**src/rtl/chip.sv**
```systemverilog
// Logic-BIST test chip: LFSR stimulus, MISR compaction and a pass/fail controller around the CUT.
// Optional BIST_SIG_OUT_EN: in DONE with bistmode=1, po shows the MISR signature for golden extraction.

module chip_cut (
    input  logic        clk,
    input  logic        rst,
    input  logic [34:0] stim,
    output logic [48:0] resp
);
    logic        g_and;
    logic        g_or;
    logic [16:0] sum;
    logic [7:0]  acc;

    assign g_and = stim[3] & stim[7];
    assign g_or  = stim[12] | stim[20];
    assign sum   = {1'b0, stim[15:0]} + {1'b0, stim[31:16]};

    // NOTE: sequential state uses non-blocking assignments so every flop samples pre-edge values.
    always_ff @(posedge clk) begin
        if (rst) acc <= '0;
        else     acc <= {acc[6:0], acc[7]} ^ stim[34:27];
    end

    assign resp = {acc, sum, g_and, g_or, stim[21:0] ^ stim[34:13]};
endmodule

module chip #(
    parameter int          NUM_PATTERNS = 4096,
    parameter logic [34:0] LFSR_SEED    = 35'h0_0000_0001,
    parameter logic [48:0] GOLDEN_SIG   = 49'h0,
    parameter int          CNT_W        = 16
) (
    input  logic        clk,
    input  logic        rst,
    input  logic [34:0] pi,
    output logic [48:0] po,
    input  logic        bistmode,
    output logic        bistdone,
    output logic        bistpass
);
    typedef enum logic [1:0] {IDLE, RUN, DONE} state_t;

    state_t             state, state_next;
    logic [34:0]        lfsr, lfsr_next, cut_in;
    logic [48:0]        misr, misr_next, misr_step, cut_po;
    logic [CNT_W-1:0]   cnt, cnt_next;

    assign cut_in = bistmode ? lfsr : pi;

    chip_cut circuit (
        .clk  (clk),
        .rst  (rst),
        .stim (cut_in),
        .resp (cut_po)
    );

    // x^49+x^9+1: rotate, absorb CUT response, feedback also lands on bit 9
    assign misr_step = {misr[47:0], misr[48]} ^ cut_po ^ {39'b0, misr[48], 9'b0};

    // NOTE: every always_comb output gets a default first so no path can infer a latch.
    always_comb begin
        state_next = state;
        lfsr_next  = lfsr;
        misr_next  = misr;
        cnt_next   = cnt;
        case (state)
            IDLE: begin
                lfsr_next = LFSR_SEED;
                misr_next = '0;
                cnt_next  = '0;
                if (bistmode) state_next = RUN;
            end
            RUN: begin
                if (!bistmode) begin
                    state_next = IDLE;
                    lfsr_next  = LFSR_SEED;
                    misr_next  = '0;
                    cnt_next   = '0;
                end else begin
                    misr_next = misr_step;
                    lfsr_next = {lfsr[33:0], lfsr[34] ^ lfsr[1]};
                    cnt_next  = cnt + CNT_W'(1);
                    if (cnt == CNT_W'(NUM_PATTERNS - 1)) state_next = DONE;
                end
            end
            DONE: begin
                if (!bistmode) begin
                    state_next = IDLE;
                    lfsr_next  = LFSR_SEED;
                    misr_next  = '0;
                    cnt_next   = '0;
                end
            end
            default: state_next = IDLE;
        endcase
    end

    always_ff @(posedge clk) begin
        if (rst) begin
            state    <= IDLE;
            lfsr     <= LFSR_SEED;
            misr     <= '0;
            cnt      <= '0;
            bistdone <= 1'b0;
            bistpass <= 1'b0;
        end else begin
            state    <= state_next;
            lfsr     <= lfsr_next;
            misr     <= misr_next;
            cnt      <= cnt_next;
            // flags track the state being entered so they rise on the same edge as DONE
            bistdone <= (state_next == DONE);
            bistpass <= (state_next == DONE) && (misr_next == GOLDEN_SIG);
        end
    end

`ifdef BIST_SIG_OUT_EN
    assign po = (state == DONE && bistmode) ? misr : cut_po;
`else
    assign po = cut_po;
`endif
endmodule

```
**config.mk**
```make
export PLATFORM = sky130hd
export DESIGN_NAME = chip
export DESIGN_NICKNAME = d
export VERILOG_FILES = /design/src/rtl/chip.sv
export SDC_FILE = /design/constraint.sdc
export NUM_CORES = 1
export LEC_CHECK = 0
export BUFFER_PORTS_ARGS = -buffer_cell sky130_fd_sc_hd__buf_2
export CAP_MARGIN = 10
export CORE_MARGIN = 8
export CORE_UTILIZATION = 45
export CTS_CLUSTER_DIAMETER = 50
export CTS_CLUSTER_SIZE = 25
export DETAILED_ROUTE_END_ITERATION = 10
export GPL_TIMING_DRIVEN = 0
export HOLD_SLACK_MARGIN = 0.08
export SETUP_SLACK_MARGIN = 0.15
export SYNTH_ARGS = -nofsm -noshare
export SYNTH_HDL_FRONTEND = slang
export SYNTH_SLANG_ARGS = --single-unit
```
**constraint.sdc**
```tcl
create_clock -name clk -period 8.2 [get_ports clk]
set_clock_uncertainty 0.05 [all_clocks]
set_input_delay 0.41 -clock clk [delete_from_list [all_inputs] [get_ports clk]]
set_output_delay 0.41 -clock clk [all_outputs]
set_load 0.01 [all_outputs]
```
Word level (Yosys, flattened, before mapping)
Index checks and enable logic that the tools add are counted.
W data, S select, Z words.

word-level totals
  register bits = 112

operators by class
  add/sub/neg operators = 2
  equality and inequality tests = 5
  mux-type cells = 15
  bitwise logic cells = 7
  reductions and logical operators = 5

operators with widths
  kind                     number
  $pmux W49 S3             1
  $mux W35                 3
  $pmux W35 S3             1
  $mux W49                 2
  $logic_not A49 Y1        1
  $xor A49 B10 Y49         1
  $xor A49 B49 Y49         1
  $pmux W16 S3             1
  $mux W16                 2
  $xor A22 B22 Y22         1
  $add A16 B16 Y17         1
  $add A16 B1 Y16 const B  1
  $eq A16 B12 Y1 const B   1
  $mux W2                  4
  $xor A8 B8 Y8            1
  $pmux W2 S3              1
  $eq A2 B2 Y1 const B     2
  $reduce_bool A3 Y1       1
  $eq A2 B1 Y1 const B     1
  $logic_not A2 Y1         1
  $ne A2 B2 Y1 const B     1
  $reduce_and A2 Y1        1
  $and A1 B1 Y1            1
  $logic_and A1 B1 Y1      1
  2 further kinds          2

Logic depth before layout (Yosys ltp)
  word-level depth = 8
  gate-level depth with buffers = 16
  depth with buffers taken out = 12

Cells and area by module
A second synthesis with hierarchy kept.

unflattened totals
  cell total of the unflattened synthesis = 724
  area total of the unflattened synthesis = 6359.8 um^2

modules (own cells, without submodules)
  module    times used  cells each  area each (um^2)  seq. area each (um^2)
  chip      1           570         5114.9            2082.0
  chip_cut  1           154         1244.9            160.2

Worst setup path after synthesis
No wires, ideal clock.

  path kind = input port to flip-flop
  from = input bistmode
  to = register bistpass
  arrival = 4.466 ns
  data required time = 8.034 ns
  path slack = 3.568 ns
  cell stages on the path = 16
  buffers on the path = 4
  cells stage by stage = buf_2 > clkbuf_1 > clkbuf_1 > clkbuf_1 > mux2_2 > ha_1 > fa_1 > a211oi_1 > nor2_1 > a2111oi_0 > nor2_1 > a311o_1 > xor2_1 > nand2_1 > nor4b_2 > and4_1

between the ends
  cells in the longest elaborated chain, start to end = 8
  elaborated cells on any way between the ends = 17

RTL lines
  item                    RTL line  text
  start: declaration      38        input logic bistmode,
  $mux W35                49        assign cut_in = bistmode ? lfsr : pi;
  $add A16 B16 Y17        17        assign sum = {1'b0, stim[15:0]} + {1'b0, stim[31:16]};
  named net po[40]        37        output logic [48:0] po,
  $xor A49 B49 Y49        59        assign misr_step = {misr[47:0], misr[48]} ^ cut_po ^ {39'b0, misr[48], 9'b0};
  $xor A49 B10 Y49        59
  $mux W49                75        if (!bistmode) begin
  $pmux W49 S3            67        case (state)
  $logic_not A49 Y1       114       bistpass <= (state_next == DONE) && (misr_next == GOLDEN_SIG);
  $logic_and A1 B1 Y1     114
  end signal: assignment  114
  end: declaration        40        output logic bistpass

The timed path passes the listed nets, and every way through them passes these cells.
A chain may end at the register's enable or synchronous reset.

Worst setup path after layout
  from = input bistmode
  to = output po[38]

between the ends
  cells in the longest elaborated chain, start to end = 2

RTL lines
  item              RTL line
  $mux W35          49
  $add A16 B16 Y17  17
  end: declaration  37

Every way passes these cells.

==> flow_summary.toml <==
[global_routing]
grt_pass1_vias = 6356
grt_max_degree = 20
use_met1_pct = 31.9
grt.busiest_layer = "met2"
grt_pass1_wl_um = 37500
overflow = 0
grtUsageMet2_pct = 41.9
grt.total_usage_pct = 25.1
antenna_found_initial = 0
use_met3_pct = 4.21

[clock_network]
cts_tree = "built"
cts_resized = 0
cts.sinks = 112
cts_made_buffers = 9
cts_setup_buffers = 0
max-clock-path-buffers = 2
root_buffer = "clkbuf_16"
holdBufCountCts = 0
clk_latency_ps = 370
clk_pin_slew_ps = 80
cts_max_level = 3

[sta]
timing.final.crit_period_ps = 5650
slew-limit-headroom_pct = 49.6
finalCritPeriodShare_pct = 68.9
setup_viol = 0
tns_ps = 0
max_slew.worst_pin.slew_ps = 756
setup_ws_ps = 2550
max_freq_mhz = 177
maxSlewViolCount = 0
hold_violations = 0
rsz0062_at_grt = "false"

[synthesis]
yosysUniqueCellTypes = 71
seq_area_frac_synth_pct = 32.7
synth_top_family_by_area = "compound AO/OA/AOI/OAI gates"
synth_edf_count = 0
synthAdderAreaFrac_pct = 3.40
yosys_most_used_dff = "dfxtp_1"
yosys_warnings = 0
synth.avg_cell_area_um2 = 8.48
ys_ff_latch = 112
netlist_area_um2 = 6850
syn_inst = 808
synth-xor-area-share_pct = 15.6
synthSimpleGateAreaFrac_pct = 18.0
muxShareOfSynthArea_pct = 5.97
syn_nets = 864
synth_compound_area_share_pct = 20.1
ys_async_sr_fraction_pct = 0

[worst_setup_path]
end_kind = "primary output"
crit_fanout = 10
max_stage_delay_ps = 600
reg2reg_from = "lfsr[16]$_SDFFE_PP0P_"
r2r_slack_ps = 4200
crit_path_start_kind = "input pin"
critPathKind = "input pin to primary output"
r2r-end = "bistpass$_SDFF_PP0_"
crit_top_cell = "clkbuf_1"
arrival_ps = 5190
reg2reg_depth = 13
worstPathRequired_ps = 7740
crit_chain = "buf_2, clkbuf_1, clkbuf_1, clkbuf_1, mux2_2, ha_1, fa_1, a211oi_1, nor2_1, a2111oi_0, o31ai_1, a21oi_1, xnor2_1, buf_2"
cp_slowest_cell = "a2111oi_0"

[die]
dieWidth_um = 139
initial_utilization_pct = 45.6
num_rows = 45
core_area_um2 = 15000
die_area_um2 = 19400
io_pins = 89
die_h_um = 139

[power_and_ir_drop]
vdd_ir_drop_max_uv = 122
powerDensity_nw_per_um2 = 156
p_leak_nw = 3.21

[hold_path]
min_path_type = "flip-flop to flip-flop"
holdPathEnd = "misr[37]$_SDFF_PP0_"
hold_path_depth = 2
min-delay-start = "misr[37]$_SDFF_PP0_"

[cells_and_area]
drive_gt1_share_pct = 17.4
ff_latch_area_um2 = 2240
nets = 961
fillers = 1478
area_growth_pct = 13.8
multiInputGateArea_um2 = 4320
antennaDiodeCount = 0

[run_status]
outcome = "completed"

[place]
io_buffers = 86
pre_cts_ws_ps = 2530
globalplace.congestion = 0.983
hpwl_um = 19500

[drt]
first_iter_violations = 485
num_vias = 6564
routed_wl_um = 24800
dr.pass1.iters = 5
drc = 0
routed_via_density = 5.98
ant_nets = 0
wl_per_cell_um = 22.6

[job]
cap_violations = 0
[Yosys cell counts, types with 16 or more instances]
library cell  instances  area share [%]
clkbuf_1             44             2.4
o21ai_0              26             1.9
a22oi_1              62             6.8
xor2_1               51             6.5
ha_1                 17             3.1
nor2_1              130             7.1
nand2_1              42             2.3
dfxtp_1             112              33
and2_1               16             1.5
a21oi_1              53             3.9
xnor2_1              58             7.4
mux2_2               31             5.1
[worst max-delay path: cells and delay by family]
kind | cells | cell delay, ps
muxes | 1 | 420
adders and majority gates | 2 | 640
AOI/OAI and AO/OA | 4 | 1430
buffers and inverters | 5 | 1940
and+or+nand+nor | 1 | 170
xor gates and xnor gates | 1 | 170
[placed cells by master (no fill, tap or decap), drive strengths merged, types with 5 or more instances in the layout]
cell type / count
o211a: 6
o21ai: 34
nor2: 130
clkbuf: 54
ha: 17
a21oi: 53
nand2: 42
dfxtp: 112
nor3b: 6
buf: 103
nand3: 8
and2: 17
inv: 7
nor3: 6
mux2: 31
mux2i: 6
xor2: 51
o211ai: 6
nand4: 10
a211oi: 5
nor4: 6
a22oi: 62
xnor2: 58
a31oi: 7
[area by class of cell]
type | instances | share of cell area (%)
Multi-Input combinational cell | 630 | 55.4
Buffer | 61 | 3.46
Timing Repair Buffer | 86 | 5.52
Clock buffer | 10 | 2.94
Inverter | 5 | 0.241
Clock inverter | 6 | 0.690
Sequential cell | 112 | 28.7
Tap cell | 188 | 3.02
[power breakdown]
part	leakage (nW)	internal (W)	total [W]	switching [W]
clock	0.135	0.000212	0.000435	0.000223
combinational	2.17	0.0000870	0.000222	0.000135
sequential	0.905	0.000550	0.000557	0.00000762
total	3.21	0.000848	0.00121	0.000366
[flip-flops by register name (all words and copies together), names as in the netlist]
signal and cells:
circuit.acc 8, state 2, misr 49, cnt 16, bistpass 1, bistdone 1
lfsr 35
[logic make-up after synthesis]
kind of cell / after synthesis
and+or+nand+nor: 253
AOI/OAI and AO/OA: 208
xor gates and xnor gates: 114
DFF: 112
buffers and inverters: 66
muxes: 37
adders and majority gates: 18
[metrics by stage]
step           hold WS, ps  total power [W]  cells  utilization (%)  instance area (um2)
5_1_grt                475          0.00125   1098             51.9                 7800
2_1_floorplan          398         0.000706    808                -                 6850
6_report               458          0.00121   1098             51.9                 7800
3_3_place_gp           415         0.000789   1082             50.0                 7520
3_5_place_dp           455         0.000790   1082             50.0                 7520
4_1_cts                465          0.00122   1098             51.9                 7800
[per-layer routing]
layer	vias up	wire length [um]
li1	3072	-
met4	0	776
met3	40	1400
met5	-	0
met1	3208	10800
met2	244	11900
[how the worst max path moves through the flow]
stage / from / end / slack (ps) / depth (start not counted)
after global placement: bistmode / bistpass$_SDFF_PP0_ / 2630 / 16
after CTS: bistmode / po[37] / 2640 / 14
after global routing: bistmode / po[38] / 2300 / 14
after floorplan: bistmode / bistpass$_SDFF_PP0_ / 3570 / 16
after detailed placement: bistmode / bistpass$_SDFF_PP0_ / 2530 / 16
final: bistmode / po[38] / 2550 / 14
Power figures use the tool's default switching activity.
